`src/rtl/pipe_evt_pkg.sv`:
```
// Shared FSM encoding and default sizing for the pipeline event counter.
package pipe_evt_pkg;
  typedef enum logic [1:0] {
    ST_IDLE   = 2'd0,
    ST_RUN    = 2'd1,
    ST_FROZEN = 2'd2
  } state_t;

  localparam int NUM_CH_DEF   = 4;
  localparam int CNT_W_DEF    = 32;
  localparam int SATURATE_DEF = 0;
endpackage

```
`src/rtl/pipe_event_counter_cell.sv`:
```
// One counter lane: wrap or saturate on overflow, sticky ovf, clear beats increment.
module event_counter_cell #(
  parameter int CNT_W    = 32,
  parameter int SATURATE = 0
) (
  input  logic             clk_i,
  input  logic             rst_i,
  input  logic             clr_i,
  input  logic             en_i,
  output logic [CNT_W-1:0] cnt_o,
  output logic             ovf_o
);
  logic [CNT_W-1:0] cnt_q, cnt_d;
  logic             ovf_q, ovf_d;

  always_comb begin
    cnt_d = cnt_q;
    ovf_d = ovf_q;
    if (en_i) begin
      if (&cnt_q) begin
        ovf_d = 1'b1;
        if (SATURATE == 0) cnt_d = '0;
      end else begin
        cnt_d = cnt_q + 1'b1;
      end
    end
    if (clr_i) begin
      cnt_d = '0;
      ovf_d = 1'b0;
    end
  end

  always_ff @(posedge clk_i) begin
    if (rst_i) begin
      cnt_q <= '0;
      ovf_q <= 1'b0;
    end else begin
      cnt_q <= cnt_d;
      ovf_q <= ovf_d;
    end
  end

  assign cnt_o = cnt_q;
  assign ovf_o = ovf_q;
endmodule

```
`src/rtl/pipe_event_counter.sv`:
```
// Performance counter block: cycle counter plus NUM_CH event lanes, snapshot bank, registered read port.
module pipe_event_counter
  import pipe_evt_pkg::*;
#(
  parameter int NUM_CH   = NUM_CH_DEF,
  parameter int CNT_W    = CNT_W_DEF,
  parameter int SATURATE = SATURATE_DEF,
  localparam int SEL_W   = $clog2(NUM_CH + 1)
) (
  input  logic              clk_i,
  input  logic              rst_i,
  input  logic              start_i,
  input  logic              freeze_i,
  input  logic              clear_i,
  input  logic              snap_i,
  input  logic [NUM_CH-1:0] event_i,
  input  logic [SEL_W-1:0]  rd_sel_i,
  input  logic              rd_snap_i,
  output logic [CNT_W-1:0]  rd_data_o,
  output logic [NUM_CH:0]   ovf_o,
  output logic [1:0]        state_o
);
  state_t                      state_q;
  logic                        run;
  logic [NUM_CH:0]             cnt_en;
  logic [NUM_CH:0][CNT_W-1:0]  live;
  logic [NUM_CH:0][CNT_W-1:0]  snap_q, snap_d;
  logic [CNT_W-1:0]            rd_data_q, rd_data_d;

  always_ff @(posedge clk_i) begin
    if (rst_i) begin
      state_q <= ST_IDLE;
    end else begin
      case (state_q)
        ST_IDLE:   if (start_i) state_q <= ST_RUN;
        ST_RUN:    if (!start_i) state_q <= ST_IDLE;
                   else if (freeze_i) state_q <= ST_FROZEN;
        ST_FROZEN: if (!start_i) state_q <= ST_IDLE;
                   else if (!freeze_i) state_q <= ST_RUN;
        default:   state_q <= ST_IDLE;
      endcase
    end
  end

  // Lane 0 is the free-running cycle counter; lane k+1 follows event_i[k].
  assign run    = (state_q == ST_RUN);
  assign cnt_en = {event_i & {NUM_CH{run}}, run};

  for (genvar k = 0; k <= NUM_CH; k++) begin : g_cell
    event_counter_cell #(
      .CNT_W    (CNT_W),
      .SATURATE (SATURATE)
    ) u_cell (
      .clk_i (clk_i),
      .rst_i (rst_i),
      .clr_i (clear_i),
      .en_i  (cnt_en[k]),
      .cnt_o (live[k]),
      .ovf_o (ovf_o[k])
    );
  end

  always_comb begin
    snap_d = snap_q;
    if (snap_i) snap_d = live;
    rd_data_d = '0;
    for (int k = 0; k <= NUM_CH; k++)
      if (rd_sel_i == SEL_W'(k)) rd_data_d = rd_snap_i ? snap_q[k] : live[k];
  end

  always_ff @(posedge clk_i) begin
    if (rst_i) begin
      snap_q    <= '0;
      rd_data_q <= '0;
    end else begin
      snap_q    <= snap_d;
      rd_data_q <= rd_data_d;
    end
  end

  assign rd_data_o = rd_data_q;
  assign state_o   = state_q;
endmodule

```
`config.mk`:
```
export PLATFORM = sky130hd
export DESIGN_NAME = pipe_event_counter
export DESIGN_NICKNAME = d
export VERILOG_FILES = /design/src/rtl/pipe_evt_pkg.sv /design/src/rtl/pipe_event_counter_cell.sv /design/src/rtl/pipe_event_counter.sv
export SDC_FILE = /design/constraint.sdc
export NUM_CORES = 1
export LEC_CHECK = 0
export CORE_ASPECT_RATIO = 0.7
export CORE_MARGIN = 3
export CORE_UTILIZATION = 45
export DETAILED_ROUTE_END_ITERATION = 16
export PLACE_DENSITY = 0.75
export REMOVE_ABC_BUFFERS = 1
export SETUP_SLACK_MARGIN = 0.3
export SLEW_MARGIN = 40
export SYNTH_ARGS = -nofsm -noshare
export SYNTH_HDL_FRONTEND = slang
export SYNTH_SLANG_ARGS = --single-unit
```
`constraint.sdc`:
```
create_clock -name clk_i -period 1.8 [get_ports clk_i]
set_input_delay 0.45 -clock clk_i [delete_from_list [all_inputs] [get_ports clk_i]]
set_output_delay 0.45 -clock clk_i [all_outputs]
set_load 0.01 [all_outputs]
```
==> results of run 1 <==
## critical path, cell delays in order
cell	delay, ns
clkdlybuf4s50_1	0.56
nand4b_1	0.25
buf_4	0.23
nor4_4	0.24
nand3_2	0.16
o21ai_4	0.21
buf_6	0.15
buf_6	0.10
buf_12	0.10
nor2_1	0.05
## synth_stat cells (all sizes together) (2+ instances only)
cell	n
nor2b	65
nor3	17
dfxtp	359
or3	19
and4	16
nand4b	5
and2	7
nand2	64
nor4	26
o2111ai	2
mux2i	193
or2	6
o21ai	17
or4	5
buf	63
nand3b	4
nand2b	34
xor2	85
a31oi	3
a21oi	18
mux4	32
nand3	63
a211oi	64
ha	5
clkbuf	65
o21a	4
inv	14
nor3b	2
nand4	51
a2111oi	32
xnor2	51
o22ai	32
and3	23
nor2	360
## metrics by stage
stage	power, mW	util [%]	instances	worst slack [ns]	setup TNS (ns)
2_1_floorplan	8.51	-	1686	-1.01	-74.13
3_3_place_gp	9.29	55.3	2538	-0.656	-73.45
3_5_place_dp	9.31	55.3	2538	-0.643	-81.08
4_1_cts	17.0	62.5	2649	-0.0684	-2.03
5_1_grt	17.6	67.3	2689	-0.360	-22.54
6_report	17.1	67.3	2689	-0.284	-16.10
## cell families after synthesis
group	after synthesis
fa+ha+maj	6
xor+xnor	136
compound gates	177
flops	359
simple gates	769
mux	225
buf+inv	142
## power by group through the flow
| stage | logic, mW | registers, mW | clock network, mW |
|---|---|---|---|
| 6_report | 1.52 | 8.00 | 7.63 |
| 3_5_place_dp | 1.13 | 8.18 | 0 |
| 4_1_cts | 1.31 | 8.00 | 7.65 |
| 5_1_grt | 1.57 | 8.00 | 8.00 |
| 3_3_place_gp | 1.11 | 8.18 | 0 |
| 2_1_floorplan | 0.307 | 8.20 | 0 |
## layer usage
layer  up-vias  wire [um]
met3       126       5050
met4         0       1490
met2       740      26400
li1       7143          -
met1      7966      25200
met5         -          0
## flip-flops by register name, indices dropped and copies added, names as in the netlist
name                 count
g_cell.u_cell.cnt_o    160
g_cell.u_cell.ovf_o      5
rd_data_o               32
snap_q                 160
state_o                  2
## layout by cell type (no fill, tap or decap), types with 14 or more instances in the layout
| cell | instances |
|---|---|
| dfxtp_2 | 58 |
| nand3_2 | 14 |
| nand2_1 | 54 |
| nor2_1 | 252 |
| buf_2 | 39 |
| dfxtp_1 | 296 |
| a21oi_2 | 17 |
| buf_4 | 309 |
| nand3_1 | 44 |
| a2111oi_2 | 25 |
| a211oi_1 | 41 |
| buf_12 | 33 |
| a211oi_2 | 21 |
| xor2_1 | 75 |
| nor2_2 | 29 |
| nor2b_1 | 57 |
| nor4_4 | 19 |
| mux2i_1 | 193 |
| clkbuf_16 | 41 |
| buf_6 | 57 |
| and3_1 | 18 |
| nand4_1 | 48 |
| nand2b_1 | 30 |
| mux4_2 | 32 |
| nor2_4 | 79 |
| o22ai_1 | 25 |
| xnor2_1 | 43 |
## what timing repair did
item                       4_1_cts  5_1_grt
setup endpoints to repair      233      200
pin swaps                      128      159
gates resized for setup        450      321
buffers inserted                39       35
gates cloned                    11        5
## worst max-delay path by stage
stage | end
after floorplan | g_cell[4].u_cell.cnt_o[29]
after global placement | g_cell[4].u_cell.cnt_o[20]
after detailed placement | g_cell[4].u_cell.cnt_o[28]
after CTS | g_cell[1].u_cell.cnt_o[0]
after global routing | g_cell[4].u_cell.cnt_o[0]
final | g_cell[4].u_cell.cnt_o[0]
## cell type report
type                            instances  share of cell area [%]
Clock buffer                           52                    4.40
Tap cell                              480                    2.44
Multi-Input combinational cell       1313                    45.5
Clock inverter                          9                   0.341
Timing Repair Buffer                  462                    17.4
Sequential cell                       359                    29.6
Inverter                               14                   0.214
==> results.sh, run 1 <==
export IMPL_layout_drive_gt1_share_pct=42.3
export IMPL_wl_per_cell_um=21.6
export IMPL_htree_levels=2
export IMPL_r2r_slack_ns=-0.28
export IMPL_hold_depth=3
export IMPL_report_final_setup_viol=136
export IMPL_seq_area_sq_um=7280
export IMPL_reg2reg_to="g_cell[4].u_cell.cnt_o[0]"
export IMPL_leakage_nw=9.67
export IMPL_grt_max_degree=59
export IMPL_io_buffers=52
export IMPL_synthDistinctLibCells=61
export IMPL_timing_final_crit_share_pct=116
export IMPL_yosysSeqAreaShare_pct=42.4
export IMPL_synthAdderAreaFrac_pct=0.428
export IMPL_synth_compound_gate_area_share_pct=7.46
export IMPL_yosys_area_share_simple_pct=23.1
export IMPL_yosys_area_top_type="dfxtp_1"
export IMPL_pin_count=53
export IMPL_hold_buffers=0
export IMPL_slew_viol_final=0
export IMPL_crit_start="event_i[3]"
export IMPL_ys_top_cells_by_area="dfxtp_1 (42%), mux2i_1 (11%), nor2_1 (8.0%)"
export IMPL_p_per_area_nw_per_um2=698
export IMPL_rows=58
export IMPL_comb_power_share_pct=8.9
export IMPL_final_area_sq_um=24600
export IMPL_synth_edff_count=0
export IMPL_numCtsBuffers=36
export IMPL_holdWs_ns=0.388
export IMPL_period_needed_ns=2.08
export IMPL_clk_latency_ns=0.55
export IMPL_swShare_pct=24.4
export IMPL_skew_ns=0.0252
export IMPL_ant_nets=0
export IMPL_min_to="snap_q[146]"
export IMPL_start_util_pct=46.4
export IMPL_grt_pass1_wl_um=83800
export IMPL_grtUsageTotal_pct=26.1
export IMPL_antenna_found_initial=0
export IMPL_avgViaCountPerCell=5.94
export IMPL_gp_congestion=0.946
export IMPL_chipWidth_um=238
export IMPL_fillers=2479
export IMPL_path_clk_slew_ns=0.07
export IMPL_worstRegToRegCells=10
export IMPL_rsz0062_at_grt="true"
export IMPL_synth_xor_area_share_pct=7.03
export IMPL_cts_max_path_buffers=3
export IMPL_synth_top_area_share_pct=42.4
export IMPL_violations="negative setup slack"
export IMPL_routed_wirelength_um=58100
export IMPL_max_slew_margin_rel_pct=67.4
export IMPL_hold_violations=0
export IMPL_worstPathArrival_ns=2.52
export IMPL_endpoint_kind="register"
export IMPL_synth_top_flop_cell="dfxtp_1"
export IMPL_synth_avg_cell_area_sq_um=9.34
export IMPL_critPathRequiredTime_ns=2.24
export IMPL_cap_violations=0
export IMPL_die_height_um=168
export IMPL_layout_setup_ws_ns=-0.284
export IMPL_use_met1_pct=37.3
export IMPL_diodes=0
export IMPL_drc=0
export IMPL_cts_sinks=359
export IMPL_syn_inst=1814
export IMPL_synthMuxAreaShare_pct=15.7
export IMPL_max_slew_worst_pin_slew_ns=0.487
export IMPL_nets=2205
export IMPL_synth_seq_cells=359
export IMPL_vdd_ir_drop_worst_v=0.000750
export IMPL_coreArea_sq_um=36500
export IMPL_grt_busiest_layer="met2"
export IMPL_dp_hpwl_um=34400
export IMPL_fmax_ghz=0.480
export IMPL_status="complete, but fails checks"
export IMPL_cts_tree="built"
export IMPL_criticalPathCategory="in -> reg"
export IMPL_async_flop_share_pct=0
export IMPL_switchingPower_mw=4.18
export IMPL_drt_initial_drc_count=1708
export IMPL_p_clk_share_pct=44.5
export IMPL_grt_overflow_total=0
export IMPL_use_met2_pct=40.2
export IMPL_hp_start="rst_i"
export IMPL_timing_rr_start="g_cell[4].u_cell.cnt_o[0]"
export IMPL_hp_class="in -> reg"
export IMPL_vias=16000
export IMPL_crit_path_max_fanout=5
export IMPL_seqPwrFrac_pct=46.6
export IMPL_syn2layout_area_growth_pct=45.0
export IMPL_dr_pass1_iters=5
export IMPL_die_area_sq_um=40100
export IMPL_startpoint_type="input pin"
export IMPL_yosysWarnings=0
export IMPL_synth_top_family_by_area="simple AND/OR/NAND/NOR gates"
export IMPL_place_area_sq_um=20200
export IMPL_grt_use_met3_pct=5.73
export IMPL_clock_root_buffer="clkbuf_16"
export IMPL_syn_cell_area_sq_um=16900
export IMPL_p_int_mw=13.0
export IMPL_grt_pass1_vias=15300
export IMPL_multi_input_area_sq_um=11200
No activity file was read; power rests on OpenSTA's default activity.
==> run 2: changes to the inputs <==
CELL_PAD_IN_SITES_DETAIL_PLACEMENT = 1   (was unset)
CELL_PAD_IN_SITES_GLOBAL_PLACEMENT = 2   (was unset)
CORE_UTILIZATION = 43   (was 45)
PLACE_DENSITY = 0.95   (was 0.75)
clock period = 2.6 ns   (was 1.8 ns; I/O delays follow)
==> results.sh, run 2 (synthesized netlist as in run 1, its figures left out) <==
export IMPL_place_area_sq_um=18600
export IMPL_p_int_mw=8.81
export IMPL_dp_hpwl_um=35400
export IMPL_fmax_ghz=0.442
export IMPL_hold_buffers=0
export IMPL_die_area_sq_um=41900
export IMPL_cts_sinks=359
export IMPL_io_buffers=52
export IMPL_seqPwrFrac_pct=48.1
export IMPL_comb_power_share_pct=6.5
export IMPL_p_clk_share_pct=45.4
export IMPL_swShare_pct=23.5
export IMPL_drt_initial_drc_count=906
export IMPL_criticalPathCategory="in -> reg"
export IMPL_coreArea_sq_um=38700
export IMPL_cap_violations=0
export IMPL_max_slew_margin_rel_pct=37.0
export IMPL_max_slew_worst_pin_slew_ns=0.922
export IMPL_startpoint_type="input pin"
export IMPL_routed_wirelength_um=50500
export IMPL_layout_common_cells="nor2_1 (358), dfxtp_1 (355), mux2i_1 (193)"
export IMPL_gp_congestion=0.829
export IMPL_critPathRequiredTime_ns=3.08
export IMPL_endpoint_kind="register"
export IMPL_multi_input_area_sq_um=9140
export IMPL_clock_root_buffer="clkbuf_16"
export IMPL_final_area_sq_um=19900
export IMPL_rsz0062_at_grt="false"
export IMPL_cts_max_path_buffers=3
export IMPL_status="completed"
export IMPL_wl_per_cell_um=20.6
export IMPL_switchingPower_mw=2.71
export IMPL_drc=0
export IMPL_vias=14000
export IMPL_grtUsageTotal_pct=23.9
export IMPL_crit_path_max_fanout=28
export IMPL_fin_util_pct=51.5
export IMPL_vdd_ir_drop_worst_v=0.000479
export IMPL_seq_area_sq_um=7200
export IMPL_grt_overflow_total=0
export IMPL_period_needed_ns=2.26
export IMPL_ant_nets=0
export IMPL_pin_count=53
export IMPL_htree_levels=2
export IMPL_dr_pass1_iters=4
export IMPL_skew_ns=0.0223
export IMPL_grt_pass1_vias=14400
export IMPL_hp_class="in -> reg"
export IMPL_report_final_setup_viol=0
export IMPL_chipWidth_um=243
export IMPL_nets=1919
export IMPL_p_per_area_nw_per_um2=579
export IMPL_grt_pass1_wl_um=80300
export IMPL_holdWs_ns=0.417
export IMPL_path_clk_slew_ns=0.06
export IMPL_hold_violations=0
export IMPL_leakage_nw=7.38
export IMPL_syn2layout_area_growth_pct=17.4
export IMPL_slew_viol_final=0
export IMPL_avgViaCountPerCell=5.71
export IMPL_rows=60
export IMPL_clk_latency_ns=0.54
export IMPL_cts_tree="built"
export IMPL_numCtsBuffers=38
export IMPL_antenna_found_initial=0
export IMPL_final_common_cell="nor2_1"
export IMPL_die_height_um=172
export IMPL_worstPathArrival_ns=2.75
export IMPL_timing_final_crit_share_pct=87.0
export IMPL_layout_drive_gt1_share_pct=13.2
export IMPL_fillers=4382
export IMPL_start_util_pct=43.8
export IMPL_grt_max_degree=80
run 2: worst max-delay path, stage by stage:
cell and delay (ns):
buf_2 0.34, nand2b_1 0.11, buf_4 0.27, o22ai_1 0.22, nor2_1 0.07, a2111oi_0 0.83
buf_4 0.23
run 2: worst paths after layout:
path / startpoint / end / slack (ns) / cells after the start
worst max-delay path: rd_sel_i[0] / rd_data_o[22] / 0.34 / 7
worst min-delay path: rst_i / snap_q[145] / 0.42 / 2
worst max register to register: g_cell[0].u_cell.cnt_o[4] / g_cell[0].u_cell.cnt_o[7] / 0.40 / 7
worst min register to register: g_cell[1].u_cell.ovf_o / g_cell[1].u_cell.ovf_o / 0.47 / 1
run 2: what timing repair did:
item	4_1_cts	5_1_grt
pin swaps	2	6
endpoints found under the hold margin	0	0
gates resized for setup	6	9
buffers inserted	7	6
setup endpoints to repair	57	98
run 2: metal layers:
metal | GRT usage [%] | share of wire [%] | vias to the layer above
li1 | - | - | 6546
met1 | 34.1 | 48 | 7063
met2 | 38.8 | 45 | 299
met3 | 3.47 | 4.8 | 70
met4 | 5.11 | 1.7 | 0
met5 | 0 | 0 | -
run 2: power by group through the flow:
stage,clock network [mW],registers (mW),logic (mW)
floorplan,0,5.68,0.213
global placement,0,5.67,0.717
detailed placement,0,5.67,0.732
CTS,5.34,5.54,0.747
global route,5.61,5.54,0.793
finish,5.23,5.54,0.749
run 2: stage by stage:
| step | setup slack, ns | power, mW | cells | setup TNS, ns |
|---|---|---|---|---|
| after floorplan | -0.213 | 5.89 | 1686 | -0.482 |
| after global placement | -0.125 | 6.38 | 2374 | -0.815 |
| after detailed placement | -0.225 | 6.40 | 2374 | -6.06 |
| after CTS | 0.314 | 11.6 | 2440 | 0 |
| after global routing | 0.317 | 11.9 | 2446 | 0 |
| final | 0.337 | 11.5 | 2447 | 0 |
run 2: final cells by class:
| cell class | count | area share (%) |
|---|---|---|
| Clock inverter | 6 | 0.352 |
| Antenna cell | 1 | 0.0126 |
| Tap cell | 527 | 3.31 |
| Clock buffer | 53 | 5.42 |
| Inverter | 14 | 0.264 |
| Timing Repair Buffer | 174 | 8.50 |
| Sequential cell | 359 | 36.2 |
| Multi-Input combinational cell | 1313 | 46.0 |
==> run 3: changes to the inputs <==
CORE_UTILIZATION = 44   (was 43)
CTS_BUF_LIST = sky130_fd_sc_hd__clkbuf_2 sky130_fd_sc_hd__clkbuf_4 sky130_fd_sc_hd__clkbuf_8   (was unset)
PLACE_DENSITY = unset   (was 0.95)
PLACE_DENSITY_LB_ADDON = 0.1   (was unset)
==> results.sh, run 3 (synthesized netlist as in run 1, its figures left out) <==
export IMPL_status="completed"
export IMPL_fmax_ghz=0.456
export IMPL_rsz0062_at_grt="false"
export IMPL_path_delay_family="buffers and inverters"
export IMPL_fin_util_pct=53.2
export IMPL_pin_count=53
export IMPL_endpoint_kind="output pin"
export IMPL_leakage_nw=7.52
export IMPL_max_slew_margin_rel_pct=48.2
export IMPL_chipWidth_um=241
export IMPL_nets=1948
export IMPL_grt_overflow_total=0
export IMPL_finalNonFillerCells=2461
export IMPL_cap_violations=0
export IMPL_cts_sinks=359
export IMPL_grt_pass1_wl_um=80600
export IMPL_cts_max_path_buffers=3
export IMPL_dp_hpwl_um=36100
export IMPL_criticalPathCategory="reg -> out"
export IMPL_dr_pass1_iters=4
export IMPL_grt_pass1_vias=14000
export IMPL_p_per_area_nw_per_um2=576
export IMPL_wl_per_cell_um=20.7
export IMPL_r2r_slack_ns=0.43
export IMPL_timing_final_crit_share_pct=84.3
export IMPL_diodes=0
export IMPL_critPathRequiredTime_ns=1.95
export IMPL_layout_setup_ws_ns=0.409
export IMPL_routed_wirelength_um=50800
export IMPL_layout_drive_gt1_share_pct=15.8
export IMPL_start_util_pct=45.1
export IMPL_drt_initial_drc_count=793
export IMPL_clock_root_buffer="clkbuf_8"
export IMPL_die_area_sq_um=40900
export IMPL_ant_nets=0
export IMPL_slowest_stage="clkdlybuf4s50_1"
export IMPL_max_slew_worst_pin_slew_ns=0.758
export IMPL_pre_cts_slack_ns=-0.136
export IMPL_slew_viol_final=0
export IMPL_clk_latency_ns=0.64
export IMPL_fillers=4248
export IMPL_final_common_cell="nor2_1"
export IMPL_numCtsBuffers=57
export IMPL_cp_num_buf_inv=1
export IMPL_startpoint_type="register"
export IMPL_dp_cells=2349
export IMPL_path_clk_slew_ns=0.06
export IMPL_path_cells="clkdlybuf4s50_1"
export IMPL_die_height_um=170
export IMPL_layout_common_cells="nor2_1 (359), dfxtp_1 (355), mux2i_1 (193)"
export IMPL_vdd_ir_drop_worst_v=0.000396
export IMPL_htree_levels=2
export IMPL_skew_ns=0.0402
export IMPL_slowest_delay_ns=0.56
export IMPL_crit_path_max_fanout=2
export IMPL_place_area_sq_um=18600
export IMPL_hold_buffers=0
export IMPL_cts_tree="built"
export IMPL_coreArea_sq_um=37600
export IMPL_drc=0
export IMPL_final_area_sq_um=20000
export IMPL_antenna_found_initial=0
export IMPL_vias=13800
export IMPL_syn2layout_area_growth_pct=17.9
export IMPL_worstPathArrival_ns=1.54
export IMPL_report_final_setup_viol=0
export IMPL_rows=59
export IMPL_hp_class="in -> reg"
export IMPL_grtUsageTotal_pct=25.0
export IMPL_period_needed_ns=2.19
export IMPL_grt_max_degree=40
export IMPL_hold_violations=0
export IMPL_avgViaCountPerCell=5.61
export IMPL_gp_congestion=0.806
export IMPL_io_buffers=52
run 3: power by group:
group          switching (mW)  internal [mW]  total, mW
Sequential             0.0153           5.53       5.54
Clock                    2.30           2.92       5.22
Combinational           0.446          0.307      0.752
Total                    2.76           8.75       11.5
run 3: cell type report:
| class | instances | area, sq um | share of cell area (%) |
|---|---|---|---|
| Timing Repair Buffer | 184 | 1750 | 8.74 |
| Multi-Input combinational cell | 1313 | 9120 | 45.6 |
| Clock buffer | 93 | 1200 | 6.03 |
| Sequential cell | 359 | 7200 | 36.0 |
| Clock inverter | 10 | 52.6 | 0.263 |
| Inverter | 14 | 52.6 | 0.263 |
| Tap cell | 488 | 611 | 3.06 |
run 3: stage by stage:
stage | hold WS [ns] | total power [mW] | setup TNS (ns)
floorplan | 0.455 | 5.89 | -0.482
global placement | 0.449 | 6.41 | -1.39
detailed placement | 0.456 | 6.42 | -2.64
CTS | 0.347 | 11.7 | 0
global route | 0.351 | 12.0 | 0
finish | 0.388 | 11.5 | 0
run 3: path summary, 6_finish.rpt:
path                                  start                    endpoint  depth (start not counted)
setup reg to reg  g_cell[0].u_cell.cnt_o[0]  g_cell[0].u_cell.cnt_o[18]                          7
setup / recovery     g_cell[4].u_cell.ovf_o                    ovf_o[4]                          1
hold / removal                        rst_i                 snap_q[147]                          2
hold reg to reg      g_cell[1].u_cell.ovf_o      g_cell[1].u_cell.ovf_o                          1
run 3: timing repair:
item                                   4_1_cts  5_1_grt
setup buffers                                2        7
setup endpoints to repair                    5       35
endpoints found under the hold margin        0        0
gates resized for setup                      5        7
pin swaps                                    1        4
run 3: routing by layer:
metal	up-vias	GRT usage (%)	wire (um)
li1	6637	-	-
met2	227	37.5	21500
met4	0	7.15	1180
met1	6864	37.3	26100
met3	83	3.58	1980
met5	-	0	0
